[config.mk]
export PLATFORM = sky130hd
export DESIGN_NAME = config_loader
export DESIGN_NICKNAME = d
export VERILOG_FILES = /design/src/rtl/config_loader.sv
export SDC_FILE = /design/constraint.sdc
export NUM_CORES = 1
export LEC_CHECK = 0
export BUFFER_PORTS_ARGS = -buffer_cell sky130_fd_sc_hd__buf_2
export CAP_MARGIN = 20
export CORE_MARGIN = 5
export CORE_UTILIZATION = 49
export DETAILED_ROUTE_END_ITERATION = 8
export PLACE_DENSITY = 0.83
export SLEW_MARGIN = 20
export SYNTH_ARGS = -nofsm -noshare
export SYNTH_HDL_FRONTEND = slang
export SYNTH_SLANG_ARGS = --single-unit
[constraint.sdc]
create_clock -name clock -period 1.37 [get_ports clock]
set_input_delay 0.0685 -clock clock [delete_from_list [all_inputs] [get_ports clock]]
set_output_delay 0.0685 -clock clock [all_outputs]
set_load 0.005 [all_outputs]
[src/rtl/config_loader.sv]
// config_loader: clears a daisy-chained config shift chain, then streams host words into it LSB first
module config_loader #(
    parameter int CHAIN_LENGTH = 36,
    parameter int WORD_WIDTH   = 8,
    parameter int CLEAR_CYCLES = 2
) (
    input  logic                  clock,
    input  logic                  reset,
    input  logic                  start,
    input  logic [WORD_WIDTH-1:0] word_data,
    input  logic                  word_valid,
    output logic                  word_ready,
    output logic                  chain_data_out,
    output logic                  chain_enable,
    output logic                  chain_nreset,
    input  logic                  chain_data_in,
    output logic                  busy,
    output logic                  done,
    output logic                  error
);
    localparam int BW = $clog2(CHAIN_LENGTH + 1);
    localparam int WB = $clog2(WORD_WIDTH + 1);
    localparam int CW = $clog2(CLEAR_CYCLES + 1);
    localparam logic [2:0] IDLE  = 3'd0;
    localparam logic [2:0] CLEAR = 3'd1;
    localparam logic [2:0] LOAD  = 3'd2;
    localparam logic [2:0] SHIFT = 3'd3;
    localparam logic [2:0] DONE  = 3'd4;
    logic [2:0]            state;
    logic [WORD_WIDTH-1:0] shreg;
    logic [BW-1:0]         bit_count;
    logic [WB-1:0]         word_bits;
    logic [CW-1:0]         clr_cnt;
    assign word_ready     = state == LOAD;
    assign chain_enable   = state == SHIFT;
    assign chain_nreset   = state != CLEAR;
    assign chain_data_out = chain_enable & shreg[0];
    assign busy           = state == CLEAR || state == LOAD || state == SHIFT;
    assign done           = state == DONE;
    always_ff @(posedge clock) begin
        if (reset) begin
            state     <= IDLE;
            shreg     <= '0;
            bit_count <= '0;
            word_bits <= '0;
            clr_cnt   <= '0;
            error     <= 1'b0;
        end else begin
            case (state)
                IDLE, DONE: if (start) begin
                    state     <= CLEAR;
                    clr_cnt   <= '0;
                    bit_count <= '0;
                    error     <= 1'b0;
                end
                CLEAR: begin
                    clr_cnt <= clr_cnt + 1'b1;
                    if (clr_cnt == CW'(CLEAR_CYCLES - 1)) state <= LOAD;
                end
                LOAD: if (word_valid) begin
                    shreg     <= word_data;
                    word_bits <= '0;
                    state     <= SHIFT;
                end
                SHIFT: begin
                    shreg     <= shreg >> 1;
                    bit_count <= bit_count + 1'b1;
                    word_bits <= word_bits + 1'b1;
                    // a cleared chain can only return zeros while we shift
                    if (chain_data_in) error <= 1'b1;
                    if (bit_count == BW'(CHAIN_LENGTH - 1)) state <= DONE;
                    else if (word_bits == WB'(WORD_WIDTH - 1)) state <= LOAD;
                end
                default: state <= IDLE;
            endcase
        end
    end
endmodule
==> Flow_metrics.wiki <==
{| class="wikitable"
! Metric !! Value
|-
| Run status || finished with violations
|-
| Failing checks || negative setup slack
|-
| Root Buffer || sky130_fd_sc_hd__clkbuf_4
|-
| I/O pin count || 20
|-
| Final setup violation count || 11
|-
| Count of buffers inserted at the top-level ports || 19
|-
| Number of DRC violations after detailed routing || 0
|-
| Post-detailed-route count of antenna-violating nets || 0
|-
| Largest net degree at the start of global routing || 19
|-
| Fraction of power consumed by sequential logic || 0.492
|-
| Worst-case register-to-register setup slack || -180 ps
|-
| Synth Instances || 149
|-
| Maximum capacitance violations || 0
|-
| Pin slew with the least headroom to its limit || 443 ps
|-
| Max Clock Skew || 12.2 ps
|-
| Sequential fraction of the synthesis area || 0.380
|-
| Insertion delay of the later-clocked pin in the worst-skew pair || 340 ps
|-
| Placed Instance Area || 1480 um^2
|-
| Core occupancy in the finished layout || 0.739
|-
| Unique cell type count in the Yosys netlist || 44
|-
| Internal Dissipation || 1.05 mW
|-
| Path type of the worst min-delay path || in2reg
|-
| Area of the die || 3690 um^2
|-
| Number of CTS-inserted buffers || 3
|-
| Arrival time worst endpoint || 1770 ps
|-
| Area growth, synth to finish || 44.9%
|-
| Switching power share of the total || 0.294
|-
| Net total in the final layout || 216
|-
| Slowest library cell on the worst path || sky130_fd_sc_hd__a311o_2
|-
| Worst r2r path cells || 4
|-
| Final HPWL DP || 2.13 mm
|-
| Drt initial violations || 128
|-
| Fraction of synthesis flops using an asynchronous set or reset pin || 0
|-
| RSZ-0062 raised after global routing || yes
|-
| Type of origin of the critical path || flop
|-
| Reported net switching power || 0.439 mW
|-
| Worst-path maximum fanout || 2
|-
| Required time at the worst-slack endpoint || 1600 ps
|-
| Power density over the cells || 816 nW/um^2
|-
| Commonest cells after routing, fill and taps aside || sky130_fd_sc_hd__buf_4 (25), sky130_fd_sc_hd__nor2_1 (24), sky130_fd_sc_hd__dfxtp_1 (21)
|-
| Final max-slew violation count || 0
|-
| Core area || 2480 um^2
|-
| Net Count, Synth || 165
|-
| Number of antenna violations at the first check in global routing || 0
|-
| Final worst path period need || 1550 ps
|-
| Leak pwr || 0.761 nW
|-
| Final hold violation count || 0
|-
| Clock slew at the register clock pins of the worst setup and hold paths || 150 ps
|-
| First-pass detailed-route iteration total || 5
|-
| CTS H-tree depth || 1
|-
| Routability cong. || 0.812
|-
| Effective utilization at floorplan || 0.510
|-
| Total power consumption of the routed design || 1.49 mW
|-
| Cell count after placement || 208
|-
| Combinational share of power || 0.238
|-
| Post-synth EDFFs || 0
|-
| Congestion Overflow GR || 0
|-
| Fin worst setup slack || -175 ps
|-
| Cells along the critical path || nor3_1, nand3_1, a311o_2, a32o_1
|-
| Wire length after detailed routing || 4.19 mm
|-
| GRT Resource Usage Total || 0.201
|-
| Critical path capture point type || flop
|-
| Pre-CTS setup slack || -118 ps
|-
| First-pass GRT wire length || 5.58 mm
|-
| Area of the mapped netlist || 1260 um^2
|-
| Number of global-route vias before repair || 1271
|-
| Storage cell area || 492 um^2
|-
| Count of state elements after synthesis || 24
|-
| Worst hold slack || 20.6 ps
|-
| Endpoint of the lowest-slack register-to-register path || state[1]
|-
| Startpoint of the lowest-slack register-to-register path || bit_count[2]
|-
| Die span in y || 60.8 um
|-
| Hold EP || shreg[4]
|-
| Post-route fraction of the period consumed by the critical path || 1.13
|-
| Routed len/inst || 18.3 um
|-
| Number of vias after detailed routing || 1388
|-
| Slew margin rel. || 0.705
|-
| CTS sink cnt || 24
|-
| Synth Warn # || 0
|-
| Cell depth of the worst min-delay path || 3
|-
| Cell Count, Final, Fillers Out || 229
|-
| Most used flip-flop cell after synthesis || sky130_fd_sc_hd__dfxtp_1
|-
| # diodes || 0
|-
| Longest individual stage delay on the worst path || 410 ps
|-
| Clock Path Buffers || 2
|-
| Vias per cell || 6.06
|-
| Fraction of power consumed by the clock network || 0.270
|-
| Most frequent standard cell in the layout excluding fill and tap cells || sky130_fd_sc_hd__buf_4
|-
| Fraction of layout cells with a size suffix above 1 || 0.442
|-
| Placement row count || 18
|-
| VDD IR max || 589 uV
|-
| Total area of multi-input combinational cells || 805 um^2
|-
| Synthesized area per cell || 8.48 um^2
|-
| Launch instance of the worst min-delay path || word_data[4]
|-
| Maximum clock frequency || 647 MHz
|-
| Crit Path Category || reg2reg
|-
| CTS tree || yes
|-
| Fill cell total of the finished layout || 160
|-
| Overall die width || 60.8 um
|-
| Total Negative Setup Slacks || -799 ps
|-
| Final instance area || 1830 um^2
|}
-- power groups by stage --
stage	Sequential [mW]	Combinational, mW	Clock, mW
after floorplan	0.746	0.146	0
after global placement	0.748	0.212	0
after detailed placement	0.750	0.221	0
after CTS	0.732	0.279	0.387
after global routing	0.737	0.373	0.433
final	0.735	0.355	0.403
-- cells in the mapped netlist, drive strengths merged (2+ instances only) --
cell,count,area [um^2]
nand3,5,25.0
a22oi,3,22.5
nor2,30,134
dfxtp,24,480
nand2,18,67.6
or3b,2,17.5
a211oi,2,15.0
nand2b,2,12.5
and2,3,18.8
inv,2,7.50
a311oi,8,70.1
buf,7,68.8
nand3b,3,35.0
nor3,2,10.0
clkbuf,3,11.3
or2,2,12.5
ha,3,37.5
a21oi,10,50.1
o21ai,3,15.0
-- worst max-delay path, delay by kind of cell (launching register included) --
kind             cells  cell delay, ps
AO/OA/AOI/OAI        2             650
flip-flops           1             340
AND/OR/NAND/NOR      2             460
-- flip-flops by register name (all words and copies together) (netlist names) --
signal and flops:
state 3, word_bits 4, clr_cnt 2, bit_count 6, shreg 8, error 1
-- worst max-delay path by stage --
stage | slack (ps) | from | depth (start not counted) | end
floorplan | 20 | state[2] | 5 | state[1]
global placement | -20 | state[1] | 4 | state[1]
detailed placement | -120 | state[0] | 6 | word_bits[3]
CTS | -60 | state[0] | 6 | state[1]
global route | -240 | bit_count[2] | 4 | state[1]
finish | -180 | bit_count[2] | 4 | state[1]
-- cell families after synthesis --
| logic type | after synthesis | share of synthesized area |
|---|---|---|
| AOI/OAI and AO/OA | 34 | 0.200 |
| adders and majority gates | 3 | 0.0297 |
| muxes | 1 | 0.00891 |
| DFF | 24 | 0.380 |
| and+or+nand+nor | 75 | 0.312 |
| buffers and inverters | 12 | 0.0693 |
-- area by class of cell --
| type | instances | share of cell area |
|---|---|---|
| inverter | 2 | 0.00684 |
| multi-input combinational | 113 | 0.440 |
| timing repair buffer | 56 | 0.245 |
| clock buffer | 4 | 0.0198 |
| tap | 30 | 0.0205 |
| sequential | 24 | 0.269 |
-- layer usage --
metal,track usage,vias up,wire [um]
met2,0.333,84,2090
met3,0.0319,19,336
li1,-,629,-
met1,0.260,656,1630
met5,0,-,0
met4,0.0836,0,134
-- what timing repair did --
action | CTS | global route
resized for setup | 20 | 24
pin swaps | 3 | 8
endpoints found under the setup margin | 18 | 23
hold buffers | 4 | 1
hold endpoints to repair | 4 | 1
setup buffers | 11 | 1
(Power assumes the default switching activity.)
